**config.mk**
```make
export PLATFORM = sky130hd
export DESIGN_NAME = lsu_clkgen_pipe
export DESIGN_NICKNAME = d
export VERILOG_FILES = /design/src/rtl/lsu_clkgen_pipe.sv
export SDC_FILE = /design/constraint.sdc
export NUM_CORES = 1
export LEC_CHECK = 0
export CAP_MARGIN = 20
export CORE_MARGIN = 1
export CORE_UTILIZATION = 25
export DETAILED_ROUTE_END_ITERATION = 7
export PLACE_DENSITY = 0.6
export SLEW_MARGIN = 20
export SYNTH_ARGS = -nofsm -noshare
export SYNTH_HDL_FRONTEND = slang
export SYNTH_SLANG_ARGS = --single-unit
```
**constraint.sdc**
```tcl
create_clock -name clk -period 1.9 [get_ports clk]
set_input_delay 0.38 -clock clk [delete_from_list [all_inputs] [get_ports clk]]
set_output_delay 0.38 -clock clk [all_outputs]
set_load 0.02 [all_outputs]
```
**src/rtl/lsu_clkgen_pipe.sv**
```systemverilog
// ---------------------------------------------------------------------------
// lsu_clkgen_pipe
// Clock-enable and gated-clock generator for a configurable LSU pipe.
//
// Derives per-stage c1 (single pulse), c2 (double pulse), store and
// freeze-aware enables. It also provides a bus clock-ratio strobe and a
// free-running LSU clock enable with an idle hold.
//
// Optional feature macro: RV_LSU_CLKGEN_IDLE_HYST_EN
//   defined   - free_clken is held IDLE_HOLD cycles after the last activity
//   undefined - free_clken is held for one cycle after the last activity
//
// Ports:
//   clk, rst            core clock, asynchronous active-high reset
//   scan_mode           forwarded to every clock header
//   clk_override        forces every enable high (freeze still gates)
//   freeze              freezes stages with index < FREEZE_STAGE
//   pipe_valid/store    per-stage packet valid / store flag
//   dma_req/dma_write   DMA access entering stage 0
//   bus_busy            bus or store buffer non-empty
//   bus_ratio           bus clock divide ratio minus 1
//   c1/c2/store_clken   per-stage enables
//   frz_c1/c2_clken     freeze-aware enables for the frozen stages
//   free_clken          free LSU clock enable
//   bus_clk_en          one-cycle bus clock strobe
//   c1_clk, c2_clk, busm_clk, free_clk   gated clocks
// ---------------------------------------------------------------------------
module lsu_clkgen_pipe #(
    parameter int STAGES       = 5,
    parameter int FREEZE_STAGE = 3,
    parameter int IDLE_HOLD    = 4,
    parameter int BUS_RATIO_W  = 3
) (
    input  logic                    clk,
    input  logic                    rst,
    input  logic                    scan_mode,
    input  logic                    clk_override,
    input  logic                    freeze,
    input  logic [STAGES-1:0]       pipe_valid,
    input  logic [STAGES-1:0]       pipe_store,
    input  logic                    dma_req,
    input  logic                    dma_write,
    input  logic                    bus_busy,
    input  logic [BUS_RATIO_W-1:0]  bus_ratio,
    output logic [STAGES-1:0]       c1_clken,
    output logic [STAGES-1:0]       c2_clken,
    output logic [STAGES-1:0]       store_clken,
    output logic [FREEZE_STAGE-1:0] frz_c1_clken,
    output logic [FREEZE_STAGE-1:0] frz_c2_clken,
    output logic                    free_clken,
    output logic                    bus_clk_en,
    output logic [STAGES-1:0]       c1_clk,
    output logic [STAGES-1:0]       c2_clk,
    output logic                    busm_clk,
    output logic                    free_clk
);

    logic [STAGES-1:0]       c1_term_s;   // stage request without the c1_q carry
    logic [STAGES-1:0]       store_term_s;
    logic [STAGES-1:0]       c1_clken_s;
    logic [STAGES-1:0]       c2_clken_s;
    logic [STAGES-1:0]       store_raw_s;
    logic [STAGES-1:0]       store_clken_s;
    logic [FREEZE_STAGE-1:0] frz_c1_s;
    logic [FREEZE_STAGE-1:0] frz_c2_s;
    logic [STAGES-1:0]       c1_q_r;
    logic [FREEZE_STAGE-1:0] frz_q_r;
    logic                    activity_s;
    logic                    hold_active_s;
    logic                    bus_clk_en_s;
    logic [BUS_RATIO_W-1:0]  div_cnt_r;

    // Per-stage enable derivation; all terms are combinational in the inputs.
    always_comb begin
        c1_term_s       = pipe_valid;
        c1_term_s[0]    = pipe_valid[0] | dma_req;
        store_term_s    = pipe_store;
        store_term_s[0] = pipe_store[0] | dma_write;
        c1_clken_s      = c1_term_s | {c1_q_r[STAGES-2:0], 1'b0} | {STAGES{clk_override}};
        c2_clken_s      = c1_clken_s | c1_q_r | {STAGES{clk_override}};
        store_raw_s     = (c1_clken_s & store_term_s) | {STAGES{clk_override}};
        store_clken_s   = store_raw_s;
        for (int i = 0; i < STAGES; i++) begin
            if (i < FREEZE_STAGE) begin
                store_clken_s[i] = store_raw_s[i] & ~freeze;
            end else begin
                store_clken_s[i] = store_raw_s[i];
            end
        end
        // Freeze overrides clk_override on the frozen stages.
        frz_c1_s = (c1_term_s[FREEZE_STAGE-1:0] | {FREEZE_STAGE{clk_override}})
                   & {FREEZE_STAGE{~freeze}};
        frz_c2_s = (frz_c1_s | frz_q_r | {FREEZE_STAGE{clk_override}})
                   & {FREEZE_STAGE{~freeze}};
    end

    // c1 pulse history: one stage per cycle, feeds the next stage and c2.
    always_ff @(posedge clk or posedge rst) begin
        if (rst) begin
            c1_q_r <= {STAGES{1'b0}};
        end else begin
            c1_q_r <= c1_clken_s;
        end
    end

    // Freeze history only advances when its c2 enable fires, so it survives a freeze.
    always_ff @(posedge clk or posedge rst) begin
        if (rst) begin
            frz_q_r <= {FREEZE_STAGE{1'b0}};
        end else begin
            for (int i = 0; i < FREEZE_STAGE; i++) begin
                if (frz_c2_s[i]) begin
                    frz_q_r[i] <= frz_c1_s[i];
                end else begin
                    frz_q_r[i] <= frz_q_r[i];
                end
            end
        end
    end

    assign activity_s = (|pipe_valid) | dma_req | bus_busy | clk_override;

`ifdef RV_LSU_CLKGEN_IDLE_HYST_EN
    logic [3:0] hold_cnt_r;

    // Idle hysteresis: reload on activity, drain to zero when idle.
    always_ff @(posedge clk or posedge rst) begin
        if (rst) begin
            hold_cnt_r <= 4'd0;
        end else if (activity_s) begin
            hold_cnt_r <= 4'(IDLE_HOLD);
        end else if (hold_cnt_r != 4'd0) begin
            hold_cnt_r <= hold_cnt_r - 4'd1;
        end else begin
            hold_cnt_r <= hold_cnt_r;
        end
    end

    assign hold_active_s = (hold_cnt_r != 4'd0);
`else
    logic activity_q_r;

    // Single-cycle hold of the free clock after the last activity.
    always_ff @(posedge clk or posedge rst) begin
        if (rst) begin
            activity_q_r <= 1'b0;
        end else begin
            activity_q_r <= activity_s;
        end
    end

    assign hold_active_s = activity_q_r;
`endif

    // A ratio shrunk below the current count fires on the next compare,
    // so a ratio change never stretches a period past 2^BUS_RATIO_W.
    assign bus_clk_en_s = (div_cnt_r >= bus_ratio);

    // Bus ratio divider counter.
    always_ff @(posedge clk or posedge rst) begin
        if (rst) begin
            div_cnt_r <= {BUS_RATIO_W{1'b0}};
        end else if (bus_clk_en_s) begin
            div_cnt_r <= {BUS_RATIO_W{1'b0}};
        end else begin
            div_cnt_r <= div_cnt_r + BUS_RATIO_W'(1);
        end
    end

    assign c1_clken     = c1_clken_s;
    assign c2_clken     = c2_clken_s;
    assign store_clken  = store_clken_s;
    assign frz_c1_clken = frz_c1_s;
    assign frz_c2_clken = frz_c2_s;
    assign free_clken   = activity_s | hold_active_s;
    assign bus_clk_en   = bus_clk_en_s;

    for (genvar g = 0; g < STAGES; g++) begin : g_stage_hdr
        rvoclkhdr u_c1_hdr (.clk(clk), .en(c1_clken_s[g]), .scan_mode(scan_mode), .l1clk(c1_clk[g]));
        rvoclkhdr u_c2_hdr (.clk(clk), .en(c2_clken_s[g]), .scan_mode(scan_mode), .l1clk(c2_clk[g]));
    end

    rvoclkhdr u_busm_hdr (.clk(clk), .en(bus_clk_en_s), .scan_mode(scan_mode), .l1clk(busm_clk));
    rvoclkhdr u_free_hdr (.clk(clk), .en(free_clken),   .scan_mode(scan_mode), .l1clk(free_clk));

endmodule

// ---------------------------------------------------------------------------
// rvoclkhdr
// Latch-based glitch-free clock gate. The enable is captured while clk is
// low so the gated clock only ever sees whole high phases.
// Ports: clk (in), en (in), scan_mode (in, forces enable), l1clk (out).
// ---------------------------------------------------------------------------
module rvoclkhdr (
    input  logic clk,
    input  logic en,
    input  logic scan_mode,
    output logic l1clk
);

    logic en_latch_r;

    // Transparent-low enable latch.
    always_latch begin
        if (!clk) begin
            en_latch_r <= en | scan_mode;
        end
    end

    assign l1clk = clk & en_latch_r;

endmodule

```
==> results of run 1 <==
## sequential cells by signal, indices dropped and copies added (netlist names)
register	cells
c1_q_r	5
activity_q_r	1
u_free_hdr.en_latch_r	1
g_stage_hdr.u_c1_hdr.en_latch_r	5
div_cnt_r	3
g_stage_hdr.u_c2_hdr.en_latch_r	5
frz_q_r	3
u_busm_hdr.en_latch_r	1
## what timing repair did
item                       in CTS  in global routing
pin swaps                      19                 13
buffers inserted                7                  3
gates resized for setup       171                 34
setup endpoints to repair      47                 36
## where the power goes
group          leakage, nW  switching [W]  internal [W]  total, W
registers            0.222      0.0000288      0.000471  0.000499
logic                0.577       0.000245      0.000324  0.000569
clock network        0.224       0.000881       0.00145   0.00233
## area by class of cell
| type | instances | area, um^2 | share of cell area [%] |
|---|---|---|---|
| clock buffer | 25 | 323 | 14.5 |
| inverter | 11 | 41.3 | 1.85 |
| multi-input combinational | 71 | 622 | 27.9 |
| sequential | 24 | 485 | 21.8 |
| tap | 52 | 65.1 | 2.92 |
| timing repair buffer | 76 | 693 | 31.1 |
## placed cells by master (no fill, tap or decap), types with 4 or more instances in the layout
cell,Yosys,layout
dlxtn_1,12,9
a21oi_1,6,6
or2_1,4,4
clkbuf_8,0,6
nor3_1,6,5
or4_4,4,4
inv_1,10,8
clkbuf_2,0,4
nor2_1,7,7
dfrtp_1,12,11
buf_4,20,21
dlygate4sd2_1,0,16
buf_6,1,30
and2_4,0,12
clkdlybuf4s50_1,0,10
## metal layers
metal	global-route usage, %	vias up
met4	12.4	0
met3	8.12	5
li1	-	564
met5	0	-
met2	20.9	44
met1	15.8	511
## worst register-to-register path, delay by kind of cell (launching register included)
family	cells	cell delay, ns
compound gates	2	0.44
fa+ha+maj	1	0.23
buf+inv	1	0.12
flops	1	0.42
## final timing paths
check	from	end	slack [ns]
max	u_busm_hdr.en_latch_r	busm_clk	-0.58
min	clk_override	c1_q_r[4]	0.33
max reg2reg	div_cnt_r[2]	u_busm_hdr.en_latch_r	0
min reg2reg	frz_q_r[0]	frz_q_r[0]	0.53
max in group asynchronous	rst	c1_q_r[1]	1.18
min in group asynchronous	rst	frz_q_r[1]	0.34
## cells by family after synthesis
family / share of synthesized area, %
latches: 15.2
muxes: 0.847
and+or+nand+nor: 26.7
xor gates and xnor gates: 0.741
AOI/OAI and AO/OA: 8.68
DFF: 25.4
buffers and inverters: 18.2
adders and majority gates: 4.23
## per-stage QoR
stage	std cells	setup TNS (ns)	setup WS (ns)
CTS	256	-6.05	-0.613
detailed placement	238	-24.28	-1.14
global route	259	-6.39	-0.634
finish	259	-5.74	-0.584
floorplan	130	-0.701	-0.181
global placement	238	-24.07	-1.14
==> results_dict.tcl, run 1 <==
set metrics [dict create \
    run_status "finished, violations left" \
    failed_checks "design-rule violations, negative setup slack" \
    io_buffers 55 \
    async_flop_share_pct 50.0 \
    dr.pass1.iters 6 \
    grt_pass1_vias 1316 \
    crit_cells 3 \
    route.detailed.drc 6 \
    worstPathArrival_ns 2.10 \
    worstPathRequired_ns 1.52 \
    num_rows 24 \
    synth_nets 155 \
    setup_viol 26 \
    ys_seq_elements 24 \
    wl_per_cell_um 13.0 \
    cts_tree "built" \
    grt_pass1_wl_um 5560 \
    timing.setup.critical_path_class "latch2out" \
    place_congestion 0.832 \
    io_pins 56 \
    min_path_cells 3 \
    setup_slack_ns -0.584 \
    die_w_um 70.8 \
    hp-class "in2reg" \
    rsz0062_at_grt "yes" \
    synth_ff_type "dlxtn_1" \
    path_cells "dlxtn_2 > and2_4 > buf_6" \
    drt.antenna.violating_nets 0 \
    wl_met1_um 1440 \
    met3_length_um 255 \
    ir_drop_mv 0.695 \
    clock_latency_ns 0.37 \
    total_power_w 0.00340 \
    leakagePower_nw 1.02 \
    synth_area_leader_cell "dfrtp_1" \
    met2_length_um 1620 \
    cp_max_fo 1 \
    start_util_pct 26.6 \
    yosys.area.top_type_share_pct 25.4 \
    tightest_slew_ns 0.525 \
    synth_common_cells "buf_4 (20), and2_1 (12), dfrtp_1 (12), dlxtn_1 (12), inv_1 (10)" \
    postPlaceCellArea_um2 1850 \
    antenna_found_initial 0 \
    mappedNetlistArea_um2 1180 \
    wirelength_um 3360 \
    viasPerCell 4.34 \
    slowest_stage "dlxtn_2" \
    synthCells 130 \
    synth.most_common_cell "buf_4" \
    crit_buf_inv 1 \
    antenna_cells 0 \
    cp_top_family "latches" \
    final-max-slew-violation-count 0 \
    synth_area_leaders "dfrtp_1 (25%), dlxtn_1 (15%), buf_4 (13%)" \
    grt_use_total_pct 14.7 \
    drtIter0Drc 43 \
    clock_skew_ns 0.00674 \
    hold_viol 0 \
    num_vias 1124 \
    grt_overflow 0 \
    nNetsFinal 231 \
    maxSlewHeadroom_pct 65.0 \
    die_h_um 70.8 \
    stdcell_area_um2 2230 \
    power_per_cell_area_nw_per_um2 1520 \
    end_kind "primary output" \
    cts-hold-fix-buffers 0 \
    cpPeakStageDelay_ns 0.24 \
    synth.distinct_cells 31 \
    synth_edf_count 0 \
    final_layout_size_suffix_gt1_share_pct 51.7 \
    syn_to_final_growth_pct 88.6 \
    core_um2 4440 \
    synth_warnings 0 \
    grt_max_degree 14 \
    die-area_um2 5010 \
    maxCapViolCount 0 \
    r2r_cells 4 \
    fin_util_pct 50.2 \
    fillers 424 \
    whs_ns 0.325 \
    clk_pin_slew_worst_paths_ns 0.09 \
    synth.avg_cell_area_um2 9.10 \
    dp_hpwl_um 2330 \
    worstSetupStartpointType "latch" \
    top_layer_used "met4" \
]
Note: power is estimated with default switching activity, not from simulation.
==> run 2, diff against run 1 <==
Settings changed: ABC_CLOCK_PERIOD_IN_PS from default to 1900.
==> results of run 2 <==
The final DEF is identical to that of run 1; final timing and power are the same.
==> patch (flow settings as in run 1) <==
The option `RV_LSU_CLKGEN_IDLE_HYST_EN` is turned on by a define.
--- a/src/rtl/lsu_clkgen_pipe.sv
+++ b/src/rtl/lsu_clkgen_pipe.sv
@@ -25,6 +25,8 @@
 //   bus_clk_en          one-cycle bus clock strobe
 //   c1_clk, c2_clk, busm_clk, free_clk   gated clocks
 // ---------------------------------------------------------------------------
+`define RV_LSU_CLKGEN_IDLE_HYST_EN
+
 module lsu_clkgen_pipe #(
     parameter int STAGES       = 5,
     parameter int FREEZE_STAGE = 3,
Function: not checked (the comparison handles one clock edge and no latches or derived clocks); the edit may change what the design does.
==> patch against run 1 <==
The run ends with setup timing left; setup slack lost 0.20 ns; area after synthesis rose by 15%; utilization down 4.8 points; non-clock buffer count is 1 higher; sequential power up 12%; wire length is 0.15% higher; design area rose by 5.3%; sequential cell count increased by 3; power is 0.72% lower.
==> patch: results <==
metrics = {
    "run_status": {
        "status": "complete, but fails checks",
        "failed_checks": "setup timing",
    },
    "drt": {
        "wl_met1_microns": 1460,
        "wl_met2_microns": 1560,
        "drt-vias-per-instance": 4.15,
        "firstDrtPassIters": 4,
        "top_layer": "met4",
        "drtIter0Drc": 49,
        "dr_wl_met3_microns": 263,
        "wirelength_microns": 3370,
    },
    "synth": {
        "synthesis.nets": 175,
        "synthAdderAreaFrac_pct": 5.50,
        "synth_compound_area_share_pct": 7.61,
        "synth_area_leaders": "dfrtp_1, dlxtn_1, buf_4",
        "syn_inst": 148,
        "synth.area.mux_share_pct": 1.56,
        "yosys_most_used_dff": "dfrtp_1",
        "yosys_warnings": 0,
        "ys_async_sr_fraction_pct": 55.6,
        "synth-xor-area-share_pct": 1.28,
        "yosys_register_bits": 27,
        "synth.top_cells.by_count": "buf_4, dfrtp_1, nor2_1, and2_1, dlxtn_1",
        "synth_cell_types": 34,
    },
    "global_route": {
        "grt_use_total_pct": 12.7,
        "use_met2_pct": 17.5,
        "grt_pass1_wl_microns": 5200,
        "grt_max_degree": 16,
        "use_met1_pct": 14.8,
        "grt_pass1_vias": 1226,
        "grtUsageMet3_pct": 4.76,
    },
    "final_layout": {
        "drive_gt1_share_pct": 47.6,
        "num-nets-final": 251,
        "fillers": 501,
        "stdcell_count": 295,
    },
    "pwr": {
        "p_leak_nw": 1.08,
        "ir_drop_uv": 641,
    },
    "clocking": {
        "insertion_delay_ns": 0.38,
        "postCtsHoldBufs": 0,
    },
    "min_path": {
        "hp-class": "in -> async",
    },
    "timing": {
        "setup_viol": 26,
        "clock_skew_ns": 0.00207,
        "totalNegativeSetupSlack_ns": -6.51,
        "slew_headroom_pct": 82.0,
        "setup_ws_ns": -0.785,
    },
    "placement": {
        "dp.cells": 275,
        "place.gp.congestion": 0.737,
        "dpl_cell_area_sq_um": 2050,
        "io_buffers": 55,
        "dp_hpwl_microns": 2430,
        "pre_cts_ws_ns": -1.17,
    },
    "worst_setup_path": {
        "cp_slowest_stage_delay_ns": 0.23,
        "crit_fanout": 1,
        "slowest_stage": "dlxtn_1",
        "critical_path_arrival_ns": 2.31,
    },
}
-- patch: area by class of cell --
| cell class | count | area [sq um] | area share, % |
|---|---|---|---|
| timing repair buffer | 77 | 658 | 28.0 |
| sequential | 27 | 556 | 23.7 |
| inverter | 11 | 43.8 | 1.86 |
| multi-input combinational | 85 | 669 | 28.5 |
| tap | 70 | 87.6 | 3.73 |
| clock buffer | 25 | 334 | 14.2 |
-- patch: power by group --
group          total [W]  leakage (nW)  switching [W]  internal (W)
Clock            0.00235         0.227       0.000882       0.00147
Combinational   0.000466         0.589       0.000205      0.000261
Sequential      0.000558         0.265      0.0000248      0.000534
-- patch: worst paths after layout --
check / slack [ns] / from / to / depth (start not counted)
setup / recovery: -0.79 / u_busm_hdr.en_latch_r / busm_clk / 3
hold / removal: 0.30 / rst / div_cnt_r[0] / 3
setup reg to reg: 0 / hold_cnt_r[0] / u_free_hdr.en_latch_r / 5
hold reg to reg: 0.52 / frz_q_r[0] / frz_q_r[0] / 1
max in group asynchronous: 1.43 / rst / c1_q_r[4] / 3
min in group clk: 0.38 / pipe_valid[4] / c1_q_r[4] / 3
-- patch: worst register-to-register path, cell delays in order (launching register included) --
cell and delay [ns]:
dfrtp_1 0.39, inv_2 0.08, ha_4 0.13, or3b_4 0.37, buf_6 0.12, or3_1 0.32
-- patch: logic make-up after synthesis --
logic type | after synthesis
latches | 12
xor+xnor | 2
fa+ha+maj | 6
mux | 2
simple gates | 60
flops | 15
buf+inv | 36
compound gates | 15
-- patch: repair_timing --
item	CTS	global route
setup buffers	5	3
setup endpoints to repair	47	44
pin swaps	11	10
cloned	0	0
hold endpoints to repair	0	0
gates resized for setup	167	22
